<file path="src/rtl/npu_mac_feeder_if.sv">
// Bundle of command, operand-memory, MAC-lane and result signals for npu_mac_feeder.
// master = the feeder itself, slave = the surrounding environment.
interface npu_mac_feeder_if #(
  parameter int DATA_WIDTH = 8,
  parameter int ADDR_WIDTH = 12,
  parameter int LEN_WIDTH  = 8,
  parameter int NOUT_WIDTH = 6
);
  // command from the layer controller
  logic                         cmd_valid;
  logic                         cmd_ready;
  logic [LEN_WIDTH-1:0]         cmd_len;
  logic [NOUT_WIDTH-1:0]        cmd_num_out;
  logic [ADDR_WIDTH-1:0]        cmd_w_base;
  logic [ADDR_WIDTH-1:0]        cmd_a_base;
  // operand memories (synchronous read, data one cycle after rd_en)
  logic                         w_rd_en;
  logic [ADDR_WIDTH-1:0]        w_addr;
  logic signed [DATA_WIDTH-1:0] w_rdata;
  logic                         a_rd_en;
  logic [ADDR_WIDTH-1:0]        a_addr;
  logic signed [DATA_WIDTH-1:0] a_rdata;
  // MAC lane
  logic                         mac_en;
  logic                         start_p;
  logic                         last_p;
  logic signed [DATA_WIDTH-1:0] weight_out;
  logic signed [DATA_WIDTH-1:0] act_out;
  logic signed [DATA_WIDTH-1:0] mac_out;
  logic                         mac_valid;
  logic                         mac_overflow;
  // results
  logic                         res_valid;
  logic signed [DATA_WIDTH-1:0] res_data;
  logic [NOUT_WIDTH-1:0]        res_idx;
  logic                         job_overflow;
  logic                         done;

  modport master (
    input  cmd_valid, cmd_len, cmd_num_out, cmd_w_base, cmd_a_base,
    input  w_rdata, a_rdata, mac_out, mac_valid, mac_overflow,
    output cmd_ready, w_rd_en, w_addr, a_rd_en, a_addr,
    output mac_en, start_p, last_p, weight_out, act_out,
    output res_valid, res_data, res_idx, job_overflow, done
  );

  modport slave (
    output cmd_valid, cmd_len, cmd_num_out, cmd_w_base, cmd_a_base,
    output w_rdata, a_rdata, mac_out, mac_valid, mac_overflow,
    input  cmd_ready, w_rd_en, w_addr, a_rd_en, a_addr,
    input  mac_en, start_p, last_p, weight_out, act_out,
    input  res_valid, res_data, res_idx, job_overflow, done
  );
endinterface

</file>
<file path="src/rtl/npu_mac_feeder.sv">
// npu_mac_feeder: walks weight rows and the activation vector for one command,
// streams operand pairs with start/last framing into an npu_mac lane and
// tags each returned dot product with its output index.
module npu_mac_feeder #(
  parameter int DATA_WIDTH = 8,
  parameter int ADDR_WIDTH = 12,
  parameter int LEN_WIDTH  = 8,
  parameter int NOUT_WIDTH = 6
) (
  input  logic            clk,
  input  logic            rst,
  npu_mac_feeder_if.master bus
);
  typedef enum logic [1:0] {IDLE, RUN, DRAIN, DONE} state_t;

  state_t                       state, state_nxt;
  logic [LEN_WIDTH-1:0]         len_q, i_cnt;
  logic [NOUT_WIDTH-1:0]        nout_q, o_cnt, res_cnt;
  logic [ADDR_WIDTH-1:0]        a_base_q, w_ptr, a_ptr;
  logic                         accept, cmd_zero, row_end, last_issue;
  logic                         mac_en_p1, start_p1, last_p1;
  logic                         res_valid_p2;
  logic signed [DATA_WIDTH-1:0] res_data_p2;
  logic [NOUT_WIDTH-1:0]        res_idx_p2;
  logic                         job_ovf_q;

  assign accept     = (state == IDLE) && bus.cmd_valid;
  assign cmd_zero   = (bus.cmd_len == '0) || (bus.cmd_num_out == '0);
  assign row_end    = (i_cnt == len_q - LEN_WIDTH'(1));
  assign last_issue = row_end && (o_cnt == nout_q - NOUT_WIDTH'(1));

  // State register; reset abandons any job in flight.
  always_ff @(posedge clk or posedge rst) begin
    if (rst) state <= IDLE;
    else     state <= state_nxt;
  end

  // Next-state decode plus the state-derived outputs (ready, done, reads).
  always_comb begin
    state_nxt     = state;
    bus.cmd_ready = 1'b0;
    bus.done      = 1'b0;
    bus.w_rd_en   = 1'b0;
    bus.a_rd_en   = 1'b0;
    bus.w_addr    = '0;
    bus.a_addr    = '0;
    case (state)
      IDLE: begin
        bus.cmd_ready = 1'b1;
        if (accept) state_nxt = cmd_zero ? DONE : RUN;
      end
      RUN: begin
        bus.w_rd_en = 1'b1;
        bus.a_rd_en = 1'b1;
        bus.w_addr  = w_ptr;
        bus.a_addr  = a_ptr;
        if (last_issue) state_nxt = DRAIN;
      end
      DRAIN: if (res_cnt == nout_q) state_nxt = DONE;
      DONE: begin
        bus.done  = 1'b1;
        state_nxt = IDLE;
      end
      default: state_nxt = IDLE;
    endcase
  end

  // Issue side: latch the command, then step term/row counters and pointers.
  // The activation pointer rewinds at each row end; weight rows are contiguous.
  always_ff @(posedge clk or posedge rst) begin
    if (rst) begin
      len_q    <= '0;
      nout_q   <= '0;
      a_base_q <= '0;
      w_ptr    <= '0;
      a_ptr    <= '0;
      i_cnt    <= '0;
      o_cnt    <= '0;
    end else if (accept) begin
      len_q    <= bus.cmd_len;
      nout_q   <= bus.cmd_num_out;
      a_base_q <= bus.cmd_a_base;
      w_ptr    <= bus.cmd_w_base;
      a_ptr    <= bus.cmd_a_base;
      i_cnt    <= '0;
      o_cnt    <= '0;
    end else if (state == RUN) begin
      w_ptr <= w_ptr + ADDR_WIDTH'(1);
      if (row_end) begin
        i_cnt <= '0;
        o_cnt <= o_cnt + NOUT_WIDTH'(1);
        a_ptr <= a_base_q;
      end else begin
        i_cnt <= i_cnt + LEN_WIDTH'(1);
        a_ptr <= a_ptr + ADDR_WIDTH'(1);
      end
    end
  end

  // ---- stage p1: framing delayed one cycle so it lines up with read data ----
  // Framing flops follow the issue cycle by one.
  always_ff @(posedge clk or posedge rst) begin
    if (rst) begin
      mac_en_p1 <= 1'b0;
      start_p1  <= 1'b0;
      last_p1   <= 1'b0;
    end else begin
      mac_en_p1 <= (state == RUN);
      start_p1  <= (state == RUN) && (i_cnt == '0);
      last_p1   <= (state == RUN) && row_end;
    end
  end

  assign bus.mac_en     = mac_en_p1;
  assign bus.start_p    = start_p1;
  assign bus.last_p     = last_p1;
  assign bus.weight_out = bus.w_rdata;
  assign bus.act_out    = bus.a_rdata;

  // ---- stage p2: result capture from the MAC lane ----
  // Capture each in-job MAC result with its index; track sticky overflow.
  always_ff @(posedge clk or posedge rst) begin
    if (rst) begin
      res_valid_p2 <= 1'b0;
      res_data_p2  <= '0;
      res_idx_p2   <= '0;
      res_cnt      <= '0;
      job_ovf_q    <= 1'b0;
    end else begin
      res_valid_p2 <= 1'b0;
      if (accept) begin
        res_cnt   <= '0;
        job_ovf_q <= 1'b0;
      end else if (state != IDLE) begin
        if (bus.mac_overflow) job_ovf_q <= 1'b1;
        if (bus.mac_valid) begin
          res_valid_p2 <= 1'b1;
          res_data_p2  <= bus.mac_out;
          res_idx_p2   <= res_cnt;
          res_cnt      <= res_cnt + NOUT_WIDTH'(1);
        end
      end
    end
  end

  assign bus.res_valid    = res_valid_p2;
  assign bus.res_data     = res_data_p2;
  assign bus.res_idx      = res_idx_p2;
  assign bus.job_overflow = job_ovf_q;
endmodule
</file>
<file path="src/flat_wrapper.sv">
// flat-port wrapper written by rule: the top's interface ports become plain ports
module npu_mac_feeder_flat 
#(
  parameter int DATA_WIDTH = 8,
  parameter int ADDR_WIDTH = 12,
  parameter int LEN_WIDTH  = 8,
  parameter int NOUT_WIDTH = 6
)
  (clk, rst, bus_cmd_valid, bus_cmd_len, bus_cmd_num_out, bus_cmd_w_base, bus_cmd_a_base, bus_w_rdata, bus_a_rdata, bus_mac_out, bus_mac_valid, bus_mac_overflow, bus_cmd_ready, bus_w_rd_en, bus_w_addr, bus_a_rd_en, bus_a_addr, bus_mac_en, bus_start_p, bus_last_p, bus_weight_out, bus_act_out, bus_res_valid, bus_res_data, bus_res_idx, bus_job_overflow, bus_done);
  npu_mac_feeder_if #(.DATA_WIDTH(DATA_WIDTH), .ADDR_WIDTH(ADDR_WIDTH), .LEN_WIDTH(LEN_WIDTH), .NOUT_WIDTH(NOUT_WIDTH)) bus_i ();
  input  logic clk;
  input  logic rst;
  input wire logic [$bits(bus_i.cmd_valid)-1:0] bus_cmd_valid;
  input wire logic [$bits(bus_i.cmd_len)-1:0] bus_cmd_len;
  input wire logic [$bits(bus_i.cmd_num_out)-1:0] bus_cmd_num_out;
  input wire logic [$bits(bus_i.cmd_w_base)-1:0] bus_cmd_w_base;
  input wire logic [$bits(bus_i.cmd_a_base)-1:0] bus_cmd_a_base;
  input wire logic [$bits(bus_i.w_rdata)-1:0] bus_w_rdata;
  input wire logic [$bits(bus_i.a_rdata)-1:0] bus_a_rdata;
  input wire logic [$bits(bus_i.mac_out)-1:0] bus_mac_out;
  input wire logic [$bits(bus_i.mac_valid)-1:0] bus_mac_valid;
  input wire logic [$bits(bus_i.mac_overflow)-1:0] bus_mac_overflow;
  output wire logic [$bits(bus_i.cmd_ready)-1:0] bus_cmd_ready;
  output wire logic [$bits(bus_i.w_rd_en)-1:0] bus_w_rd_en;
  output wire logic [$bits(bus_i.w_addr)-1:0] bus_w_addr;
  output wire logic [$bits(bus_i.a_rd_en)-1:0] bus_a_rd_en;
  output wire logic [$bits(bus_i.a_addr)-1:0] bus_a_addr;
  output wire logic [$bits(bus_i.mac_en)-1:0] bus_mac_en;
  output wire logic [$bits(bus_i.start_p)-1:0] bus_start_p;
  output wire logic [$bits(bus_i.last_p)-1:0] bus_last_p;
  output wire logic [$bits(bus_i.weight_out)-1:0] bus_weight_out;
  output wire logic [$bits(bus_i.act_out)-1:0] bus_act_out;
  output wire logic [$bits(bus_i.res_valid)-1:0] bus_res_valid;
  output wire logic [$bits(bus_i.res_data)-1:0] bus_res_data;
  output wire logic [$bits(bus_i.res_idx)-1:0] bus_res_idx;
  output wire logic [$bits(bus_i.job_overflow)-1:0] bus_job_overflow;
  output wire logic [$bits(bus_i.done)-1:0] bus_done;
  assign bus_i.cmd_valid = bus_cmd_valid;
  assign bus_i.cmd_len = bus_cmd_len;
  assign bus_i.cmd_num_out = bus_cmd_num_out;
  assign bus_i.cmd_w_base = bus_cmd_w_base;
  assign bus_i.cmd_a_base = bus_cmd_a_base;
  assign bus_i.w_rdata = bus_w_rdata;
  assign bus_i.a_rdata = bus_a_rdata;
  assign bus_i.mac_out = bus_mac_out;
  assign bus_i.mac_valid = bus_mac_valid;
  assign bus_i.mac_overflow = bus_mac_overflow;
  assign bus_cmd_ready = bus_i.cmd_ready;
  assign bus_w_rd_en = bus_i.w_rd_en;
  assign bus_w_addr = bus_i.w_addr;
  assign bus_a_rd_en = bus_i.a_rd_en;
  assign bus_a_addr = bus_i.a_addr;
  assign bus_mac_en = bus_i.mac_en;
  assign bus_start_p = bus_i.start_p;
  assign bus_last_p = bus_i.last_p;
  assign bus_weight_out = bus_i.weight_out;
  assign bus_act_out = bus_i.act_out;
  assign bus_res_valid = bus_i.res_valid;
  assign bus_res_data = bus_i.res_data;
  assign bus_res_idx = bus_i.res_idx;
  assign bus_job_overflow = bus_i.job_overflow;
  assign bus_done = bus_i.done;
  npu_mac_feeder #(.DATA_WIDTH(DATA_WIDTH), .ADDR_WIDTH(ADDR_WIDTH), .LEN_WIDTH(LEN_WIDTH), .NOUT_WIDTH(NOUT_WIDTH)) u_core (.clk(clk), .rst(rst), .bus(bus_i));
endmodule
</file>
<file path="config.mk">
export PLATFORM = sky130hd
export DESIGN_NAME = npu_mac_feeder_flat
export DESIGN_NICKNAME = d
export VERILOG_FILES = /design/src/rtl/npu_mac_feeder_if.sv /design/src/rtl/npu_mac_feeder.sv /design/src/flat_wrapper.sv
export SDC_FILE = /design/constraint.sdc
export NUM_CORES = 1
export LEC_CHECK = 0
export ABC_CLOCK_PERIOD_IN_PS = 5020
export BUFFER_PORTS_ARGS = -buffer_cell sky130_fd_sc_hd__buf_4
export CELL_PAD_IN_SITES_DETAIL_PLACEMENT = 1
export CELL_PAD_IN_SITES_GLOBAL_PLACEMENT = 1
export CORE_AREA = 4 4 148 150
export CTS_CLUSTER_DIAMETER = 60
export DETAILED_ROUTE_END_ITERATION = 7
export DIE_AREA = 0 0 152 154
export PLACE_DENSITY_LB_ADDON = 0.1
export SETUP_SLACK_MARGIN = 0.02
export SYNTH_ARGS = -nofsm -noshare
export SYNTH_HDL_FRONTEND = slang
export SYNTH_SLANG_ARGS = --single-unit
</file>
<file path="constraint.sdc">
create_clock -name clk -period 5.02 [get_ports clk]
set_input_delay 0.753 -clock clk [delete_from_list [all_inputs] [get_ports clk]]
set_output_delay 0.753 -clock clk [all_outputs]
set_load 0.02 [all_outputs]
</file>
# Word level (Yosys, flattened, before mapping)

Index checks and enable logic that the tools add are counted.

Word-level logic and storage cells: 83
Memories kept: 0
Bits in writable memories: 0
Register bits after elaboration: 91
ROM bits: 0
Latch bits: 0
Input bits: 67

$lt $le $gt $ge: 0
Shifts and indexed selects: 0
Multipliers: 0
Multiplexer cells: 30
Add/sub/neg operators: 7
Bitwise logic cells: 1
Divide/modulo/power cells: 0
Equal/unequal tests: 9
Reductions and logical operators: 20

Operators with widths:

| operator              | count |
|---|---|
| $mux 12               | 7 |
| $mux 6                | 6 |
| $add 12x1->12 const B | 2 |
| $mux 8                | 3 |
| $logic_not 8->1       | 2 |
| $add 6x1->6 const B   | 2 |
| $eq 6x6->1            | 2 |
| $reduce_bool 2->1     | 6 |
| $mux 1                | 9 |
| $add 8x1->8 const B   | 1 |
| $eq 8x8->1            | 1 |
| $mux 2                | 4 |
| $pmux 2 s4            | 1 |
| $sub 8x1->8 const B   | 1 |
| $logic_not 6->1       | 1 |
| $ne 2x1->1 const B    | 3 |
| $reduce_and 2->1      | 3 |
| $reduce_and 3->1      | 2 |
| $sub 6x1->6 const B   | 1 |
| $eq 2x2->1 const B    | 2 |
| $logic_and 1x1->1     | 4 |
| $eq 2x1->1 const B    | 1 |
| $logic_not 2->1       | 1 |
| $logic_or 1x1->1      | 1 |
| $not 1->1             | 1 |

# Longest topological paths before layout

Gate-level depths: netlist (run 1).

Depth after elaboration: 5
Gate-level depth with buffers: 9

# Worst setup path before layout (run 1)

Ideal clock, no wire load.

Path type: reg2out
Start: register u_core.state[1]
End: output port bus_a_addr[11]
Arrival time: 1.999 ns
Buffers on the path: 3
Cell stages (with the launch flop): 7
Setup slack: 2.268 ns
Path through: dfrtp_1 inv_1 ha_1 clkbuf_1 clkbuf_1 clkbuf_1 and2_1

Longest elaborated chain between the ends: 2

Ends and longest elaborated chain:

| element                  | RTL line             | text |
|---|---|---|
| start: declaration       | npu_mac_feeder.sv:16 | `state_t state, state_nxt;` |
| start signal: assignment | npu_mac_feeder.sv:35 | `else state <= state_nxt;` |
| $eq 2x1->1               | npu_mac_feeder.sv:47 | `case (state)` |
| $mux 12                  | npu_mac_feeder.sv:47 |  |
| end: declaration         | flat_wrapper.sv:27   | `output wire logic [$bits(bus_i.a_addr)-1:0] bus_a_addr;` |

No other way between the ends.

# Worst setup path after layout (run 1)

Start: register u_core.len_q[0]
End: register u_core.o_cnt[5]

Longest elaborated chain between the ends: 4

Ends and longest elaborated chain:

| element                            | RTL line             | text |
|---|---|---|
| start: declaration                 | npu_mac_feeder.sv:17 | `logic [LEN_WIDTH-1:0] len_q, i_cnt;` |
| start signal: assignment           | npu_mac_feeder.sv:80 | `len_q <= bus.cmd_len;` |
| $sub 8x1->8                        | npu_mac_feeder.sv:29 | `assign row_end = (i_cnt == len_q - LEN_WIDTH'(1));` |
| $eq 8x8->1                         | npu_mac_feeder.sv:29 |  |
| $reduce_bool 2->1 (no source line) | -                    |  |
| $reduce_and 2->1 (no source line)  | -                    |  |
| end signal: assignment             | npu_mac_feeder.sv:91 | `o_cnt <= o_cnt + NOUT_WIDTH'(1);` |
| end: declaration                   | npu_mac_feeder.sv:18 | `logic [NOUT_WIDTH-1:0] nout_q, o_cnt, res_cnt;` |

No other way between the ends.
A chain may end at the register's enable or synchronous reset.

==> flow_summary.toml, run 1 <==
[cts]
tritoncts = "done"
ctsHtreeMaxLevel = 3
clock_insertion_delay_worst_skew_ps = 350
tritoncts.num_buffers = 9
cts.sink_count = 91
cts_root_buffer = "sky130_fd_sc_hd__clkbuf_16"
ctsResizeCount = 0
post_cts_setup_driven_buffer_insertion_count = 0
clk_pin_slew_ps = 70
post_cts_hold_buffer_count = 0
cts_max_path_buffers = 2

[pwr]
power.ir.vdd_worst_mv = 0.1742
sequentialPowerShare_pct = 36.3
netSwitchingFraction_pct = 43.68
static-leakage-power_nw = 2.896
cellInternalPower_mw = 2.082
power.clock.fraction_pct = 18.4
power.density_nw_per_um2 = 591.0
power.net_switching_mw = 1.615
share_comb_of_total_power_pct = 45.3

[floorplanning]
core.rowCount = 53
start_util_pct = 24.51
die_h_um = 154
core-area_um2 = 20690
die_area_um2 = 23410
floorplan.die.width_um = 152
boundaryPins = 130

[worst_setup_path]
worst_path_largest_cell_delay_ps = 520
critical_path_required_ps = 5290
worstPathArrival_ps = 3260
critical-path-slowest-cell = "sky130_fd_sc_hd__or4_1"
critical_path_class = "register to register"
crit_family = "compound AO/OA/AOI/OAI gates"
bufs_and_invs_on_worst_path = 2
critical_path_source_type = "register"
critical_path_peak_fanout = 27
critical_path.cell_chain = "inv_1 > ha_1 > xnor2_1 > a311o_1 > a2111oi_2 > o221ai_2 > buf_4 > or4_1 > a21oi_1"
endpoint_kind = "register"

[final_layout]
design.final.nets = 731
layout-area-overhead-vs-synth_pct = 23.34
final_cell_count_no_fill = 932
leading_cell_type_in_the_layout_fill_and_taps_excluded = "sky130_fd_sc_hd__nand2_1"
n_antenna_cell = 0
final.fill_count = 2474
drive_gt1_share_pct = 19.48
leading_cell_types_in_the_layout_fill_and_taps_excluded = "sky130_fd_sc_hd__nand2_1 (147), sky130_fd_sc_hd__buf_4 (104), sky130_fd_sc_hd__dfrtp_1 (91)"
post-route-cell-area_um2 = 6255

[timing]
timing.final.ws_setup_ps = 2033
setup-tns-final_ps = 0
clock_skew_ps = 3.968
worst_max_slew_pin_slew_ps = 735.4
report.final.hold_viol_count = 0
post-route-min-period_ps = 2987
fmax_mhz = 334.8
grt_setup_unrepaired = "false"
timing.final.setup_violations = 0
layout_worst_path_cycle_share_pct = 59.50
final-max-slew-violation-count = 0
maxSlewHeadroom_pct = 50.97

[logic_synthesis]
ys_top_cells_by_area = "sky130_fd_sc_hd__dfrtp_1 (45%), sky130_fd_sc_hd__nand2_1 (11%), sky130_fd_sc_hd__xnor2_1 (4.8%)"
mappedNetlistArea_um2 = 5071
ys_ff_latch = 91
synthArstFlopShare_pct = 100.0
synth_top_cell_by_area = "sky130_fd_sc_hd__dfrtp_1"
netlist-cell-type-count = 53
synth_cells = 581
synth_nets = 660
synth-main-ff-cell = "sky130_fd_sc_hd__dfrtp_1"
netlist.area_leader.share_pct = 44.91
avg_cell_area_syn_um2 = 8.728
synth-edff-count = 0
synth-warning-count = 0
yosysSeqAreaShare_pct = 44.91

[drt]
drtIter0Drc = 145
routed-wl-met3_um = 643
postRouteWirelength_um = 15210
drc_errors = 0
postRouteAntennaNets = 0
wl_met1_um = 7217
drt_pass1_iterations = 4
detailroute.wirelength.met2_um = 7126
vias_per_cell = 4.724
detailroute.via_count = 4403
post_drt_wl_per_cell_um = 16.32
highest_layer = "met4"

[placed_design]
place_hpwl_um = 10610
pre_cts_slack_ps = 1987
buffer_ports.inserted = 97
placement_cell_area_um2 = 5966
place.detailed.instances = 916
gpl.final_weighted_congestion = 0.7566

[global_routing]
globalRouteTotalUtil_pct = 13.13
overflow = 0
grt_start_max_net_pins = 56
antenna_found_initial = 0
grt_pass1_wl_um = 25090
first_global_vias = 4661

[hold_path]
min_path_type = "register to register"

[status]
status = "complete, no violations"

[run]
timing.max_cap.violations = 0
==> flip-flops by register name, summed over array words and instances, names as in the netlist, 2 cells and up <==
| signal | count |
|---|---|
| u_core.state | 2 |
| u_core.bus.res_data | 8 |
| u_core.res_cnt | 6 |
| u_core.bus.res_idx | 6 |
| u_core.nout_q | 6 |
| u_core.len_q | 8 |
| u_core.i_cnt | 8 |
| u_core.a_base_q | 12 |
| u_core.w_ptr | 12 |
| u_core.a_ptr | 12 |
| u_core.o_cnt | 6 |
==> cell families after synthesis <==
kind of cell               share of synthesized area [%]
DFF                                                44.90
muxes                                              2.171
xor gates and xnor gates                           8.043
and+or+nand+nor                                    24.75
buffers and inverters                              5.922
AOI/OAI and AO/OA                                  11.25
adders and majority gates                          2.961
==> area by class of cell <==
type | count | area (um2) | share of cell area, %
multi-input combinational | 429 | 2497 | 39.93
sequential | 91 | 2277 | 36.41
timing repair buffer | 104 | 780.7 | 12.48
tap | 275 | 344.1 | 5.501
clock buffer | 10 | 239.0 | 3.821
inverter | 17 | 66.31 | 1.060
clock inverter | 6 | 50.05 | 0.8002
==> synth_stat cells, types with 11 or more instances <==
library cell,instances
sky130_fd_sc_hd__inv_1,16
sky130_fd_sc_hd__clkbuf_1,24
sky130_fd_sc_hd__nor3_1,13
sky130_fd_sc_hd__buf_4,17
sky130_fd_sc_hd__xor2_1,16
sky130_fd_sc_hd__dfrtp_1,91
sky130_fd_sc_hd__nor2_1,20
sky130_fd_sc_hd__a21oi_1,11
sky130_fd_sc_hd__and2_1,22
sky130_fd_sc_hd__mux2i_1,11
sky130_fd_sc_hd__nand3_1,26
sky130_fd_sc_hd__nand2_1,147
sky130_fd_sc_hd__o21ai_0,43
sky130_fd_sc_hd__ha_1,12
sky130_fd_sc_hd__xnor2_1,28
==> metrics by stage <==
step | hold WS, ps | power [mW] | util, %
global placement | 458.1 | 3.010 | 28.83
CTS | 482.3 | 3.771 | 30.23
detailed placement | 464.6 | 3.061 | 28.83
finish | 473.2 | 3.697 | 30.23
global route | 491.1 | 4.013 | 30.23
floorplan | 432.0 | 2.452 | -
==> power groups by stage <==
stage,registers [mW],logic (mW),clock network [mW]
3_5_place_dp,1.35,1.71,0
4_1_cts,1.34,1.72,0.706
5_1_grt,1.39,1.89,0.737
2_1_floorplan,1.32,1.13,0
6_report,1.34,1.67,0.681
3_3_place_gp,1.34,1.67,0
==> metal layers <==
layer,vias up,GRT usage [%]
met2,104,21.27
met3,17,3.180
met4,0,4.110
met5,-,0
li1,2098,-
met1,2184,17.37
==> path summary, 6_finish.rpt <==
check | from | endpoint | slack [ps] | depth (start not counted)
worst max register to register | u_core.len_q[0]$_DFFE_PP0P_ | u_core.o_cnt[5]$_DFFE_PP0P_ | 2030 | 9
max in group asynchronous | rst | u_core.o_cnt[0]$_DFFE_PP0P_ | 3490 | 3
worst max-delay path | u_core.len_q[0]$_DFFE_PP0P_ | u_core.o_cnt[5]$_DFFE_PP0P_ | 2030 | 9
worst min-delay path | u_core.a_base_q[9]$_DFFE_PP0P_ | u_core.a_base_q[9]$_DFFE_PP0P_ | 470 | 2
min in group asynchronous | rst | u_core.bus.res_idx[4]$_DFFE_PP0P_ | 530 | 2
worst min register to register | u_core.a_base_q[9]$_DFFE_PP0P_ | u_core.a_base_q[9]$_DFFE_PP0P_ | 470 | 2
==> worst reg2reg max path: stages (launching register included) <==
cell and delay [ps]:
sky130_fd_sc_hd__dfrtp_1 420, sky130_fd_sc_hd__inv_1 80, sky130_fd_sc_hd__ha_1 310, sky130_fd_sc_hd__xnor2_1 130, sky130_fd_sc_hd__a311o_1 330, sky130_fd_sc_hd__a2111oi_2 500, sky130_fd_sc_hd__o221ai_2 170, sky130_fd_sc_hd__buf_4 260
sky130_fd_sc_hd__or4_1 540, sky130_fd_sc_hd__a21oi_1 160
Note: power is estimated with default switching activity, not from simulation.
==> run 2, diff against run 1 <==
ABC_AREA = 1   (was default)
ABC_CLOCK_PERIOD_IN_PS = 2430   (was 5020)
CORE_AREA = 4 4 153 155   (was 4 4 148 150)
DIE_AREA = 0 0 157 159   (was 0 0 152 154)
clock period = 2.43 ns   (was 5.02 ns; I/O delays follow)
==> run 2 against run 1 <==
  * Clock-buffer cell count unchanged
  * Register-to-register slack got worse by 1700 ps
  * Worst hold slack got worse by 360 ps
  * Largest power group unchanged
==> flow_summary.toml, run 2 <==
[status]
status = "complete, no violations"

[floorplanning]
core.rowCount = 54
die_h_um = 159
start_util_pct = 24.95
floorplan.die.width_um = 157
die_area_um2 = 24960
boundaryPins = 130
core-area_um2 = 21820

[final_layout]
top_regs = "u_core.a_base_q (12), u_core.a_ptr (12), u_core.w_ptr (12)"
leading_cell_types_in_the_layout_fill_and_taps_excluded = "sky130_fd_sc_hd__nand2_1 (230), sky130_fd_sc_hd__buf_4 (108), sky130_fd_sc_hd__inv_1 (101)"
n_antenna_cell = 0
leading_cell_type_in_the_layout_fill_and_taps_excluded = "sky130_fd_sc_hd__nand2_1"
design.final.nets = 904
drive_gt1_share_pct = 19.40
layout-area-overhead-vs-synth_pct = 24.77

[pwr]
static-leakage-power_nw = 3.606
netSwitchingFraction_pct = 45.96
cellInternalPower_mw = 4.788
power.density_nw_per_um2 = 1304
sequentialPowerShare_pct = 30.7
power.clock.fraction_pct = 19.1
share_comb_of_total_power_pct = 50.2
power.ir.vdd_worst_mv = 0.3866
power.net_switching_mw = 4.072

[placed_design]
buffer_ports.inserted = 97
pre_cts_slack_ps = 278.2
gpl.final_weighted_congestion = 0.7503
place_hpwl_um = 12610

[worst_setup_path]
worst_path_largest_cell_delay_ps = 400
crit_family = "simple AND/OR/NAND/NOR gates"
worstPathArrival_ps = 2340
critical_path_required_ps = 2650
critical_path_class = "register to register"
crit_top_cell = "sky130_fd_sc_hd__nand2_1"
critical_path.cell_chain = "inv_2 > ha_1 > nand2_1 > nand2_1 > nor2_1 > nor2_4 > nand3_4 > nor2_8 > nand2_8 > nand2_4 > inv_1 > nand2_1 > o21ai_0"
critical-path-slowest-cell = "sky130_fd_sc_hd__dfrtp_1"
critical_path.reg2reg.startpoint = "u_core.len_q[0]$_DFFE_PP0P_"
cp.depth = 13
critical_path_peak_fanout = 15
bufs_and_invs_on_worst_path = 2
critical_path_source_type = "register"
endpoint_kind = "register"
number_of_cells_traversed_by_the_worst_register_to_register_path = 13
setup.worst_path.start = "u_core.len_q[0]$_DFFE_PP0P_"

[cts]
tritoncts = "done"
ctsResizeCount = 0
clk_pin_slew_ps = 70
cts_root_buffer = "sky130_fd_sc_hd__clkbuf_16"
cts.sink_count = 91
ctsHtreeMaxLevel = 3
post_cts_hold_buffer_count = 0
tritoncts.num_buffers = 9
clock_insertion_delay_worst_skew_ps = 350
post_cts_setup_driven_buffer_insertion_count = 0
cts_max_path_buffers = 2

[logic_synthesis]
synth-edff-count = 0
synth_nets = 822
synth_cells = 743
synth_top_cell_by_area = "sky130_fd_sc_hd__dfrtp_1"
ys_top_cells_by_area = "sky130_fd_sc_hd__dfrtp_1 (42%), sky130_fd_sc_hd__nand2_1 (16%), sky130_fd_sc_hd__inv_1 (7.1%)"
synthArstFlopShare_pct = 100.0
netlist-cell-type-count = 38
synth-warning-count = 0
yosysSeqAreaShare_pct = 41.82
synth-main-ff-cell = "sky130_fd_sc_hd__dfrtp_1"
post_synth_most_frequent_cells = "sky130_fd_sc_hd__nand2_1 (230), sky130_fd_sc_hd__inv_1 (103), sky130_fd_sc_hd__dfrtp_1 (91)"
avg_cell_area_syn_um2 = 7.329
most_used_standard_cell_by_instance_count_after_synthesis = "sky130_fd_sc_hd__nand2_1"
ys_ff_latch = 91
mappedNetlistArea_um2 = 5445
netlist.area_leader.share_pct = 41.82

[drt]
postRouteWirelength_um = 16990
drc_errors = 0
detailroute.via_count = 4979
drtIter0Drc = 131
postRouteAntennaNets = 0
drt_pass1_iterations = 4
post_drt_wl_per_cell_um = 15.31
vias_per_cell = 4.486

[timing]
maxSlewHeadroom_pct = 54.30
timing.final.ws_setup_ps = 314.1
final-max-slew-violation-count = 0
layout_worst_path_cycle_share_pct = 87.07
fmax_mhz = 472.6
timing.final.setup_violations = 0
report.final.hold_viol_count = 0
grt_setup_unrepaired = "false"
post-route-min-period_ps = 2116
clock_skew_ps = 10.38
fin_worst_hold_slack_ps = 114.6
setup-tns-final_ps = 0
worst_max_slew_pin_slew_ps = 684.0

[global_routing]
grt_pass1_wl_um = 28340
first_global_vias = 5562
overflow = 0
grt_start_max_net_pins = 47
globalRouteTotalUtil_pct = 13.97
antenna_found_initial = 0

[run]
timing.max_cap.violations = 0

[hold_path]
min_path_type = "input pin to asynchronous set/reset pin"
run 2: cell types whose count changed after synthesis, sizes merged, moves of 8 or more:
cell	previous run	this run
nor2	21	56
xnor2	28	4
o21ai	43	53
clkbuf	24	13
inv	16	110
mux2i	11	0
or3	8	0
nand3	26	69
and2	22	0
nand2	147	236
run 2: layout make-up:
type / instances / area [um2]
flip-flops and latches: 91 / 2277
repair buffers: 111 / 870.8
fillers: 2676 / 15030
well taps: 280 / 350.3
inverters: 110 / 416.7
multi-input cells: 502 / 2529
clock inverters: 6 / 111.4
clock buffers: 10 / 239.0
run 2: kinds of logic (layout without fill, tap and decap cells):
family | Yosys count | in the layout | synth area share (%)
and+or+nand+nor | 385 | 385 | 31.48
buffers and inverters | 150 | 237 | 11.79
DFF | 91 | 91 | 41.82
AOI/OAI and AO/OA | 82 | 82 | 8.456
xor gates and xnor gates | 23 | 23 | 3.699
adders and majority gates | 12 | 12 | 2.757
run 2: metrics by stage:
step	cells	power [mW]	util (%)	cell area [um2]
floorplan	743	5.694	-	5449
global placement	1094	7.179	29.53	6444
detailed placement	1094	7.295	29.53	6444
CTS	1110	9.051	31.13	6794
global route	1110	9.700	31.13	6794
finish	1110	8.860	31.13	6794
run 2: final timing paths:
kind,to,slack [ps]
worst min register to register,u_core.bus.res_idx[1]$_DFFE_PP0P_,490
worst min-delay path,u_core.res_cnt[1]$_DFFE_PP0P_,110
max in group asynchronous,u_core.len_q[0]$_DFFE_PP0P_,1660
worst max register to register,u_core.i_cnt[7]$_DFFE_PP0P_,310
min in group clk,u_core.bus.res_data[7]$_DFFE_PP0P_,210
worst max-delay path,u_core.i_cnt[7]$_DFFE_PP0P_,310
run 2: worst reg2reg max path, delay by kind of cell, from the launching register on:
| family | cells | cell delay [ps] |
|---|---|---|
| compound gates | 1 | 80 |
| fa+ha+maj | 1 | 230 |
| buf+inv | 2 | 190 |
| flops | 1 | 400 |
| simple gates | 9 | 1100 |
run 2: power groups by stage:
stage	registers [mW]	clock network [mW]	logic [mW]
final	2.72	1.69	4.45
after global routing	2.83	1.82	5.05
after CTS	2.74	1.76	4.55
after detailed placement	2.76	0	4.54
after global placement	2.74	0	4.44
after floorplan	2.71	0	2.99
run 2: metal layers:
| metal | track usage [%] | share of wire [%] | vias up |
|---|---|---|---|
| met5 | 0 | 0 | - |
| met4 | 3.393 | 1.2 | 0 |
| met3 | 3.642 | 5.4 | 25 |
| met2 | 23.48 | 48 | 80 |
| met1 | 17.89 | 46 | 2400 |
| li1 | - | - | 2474 |
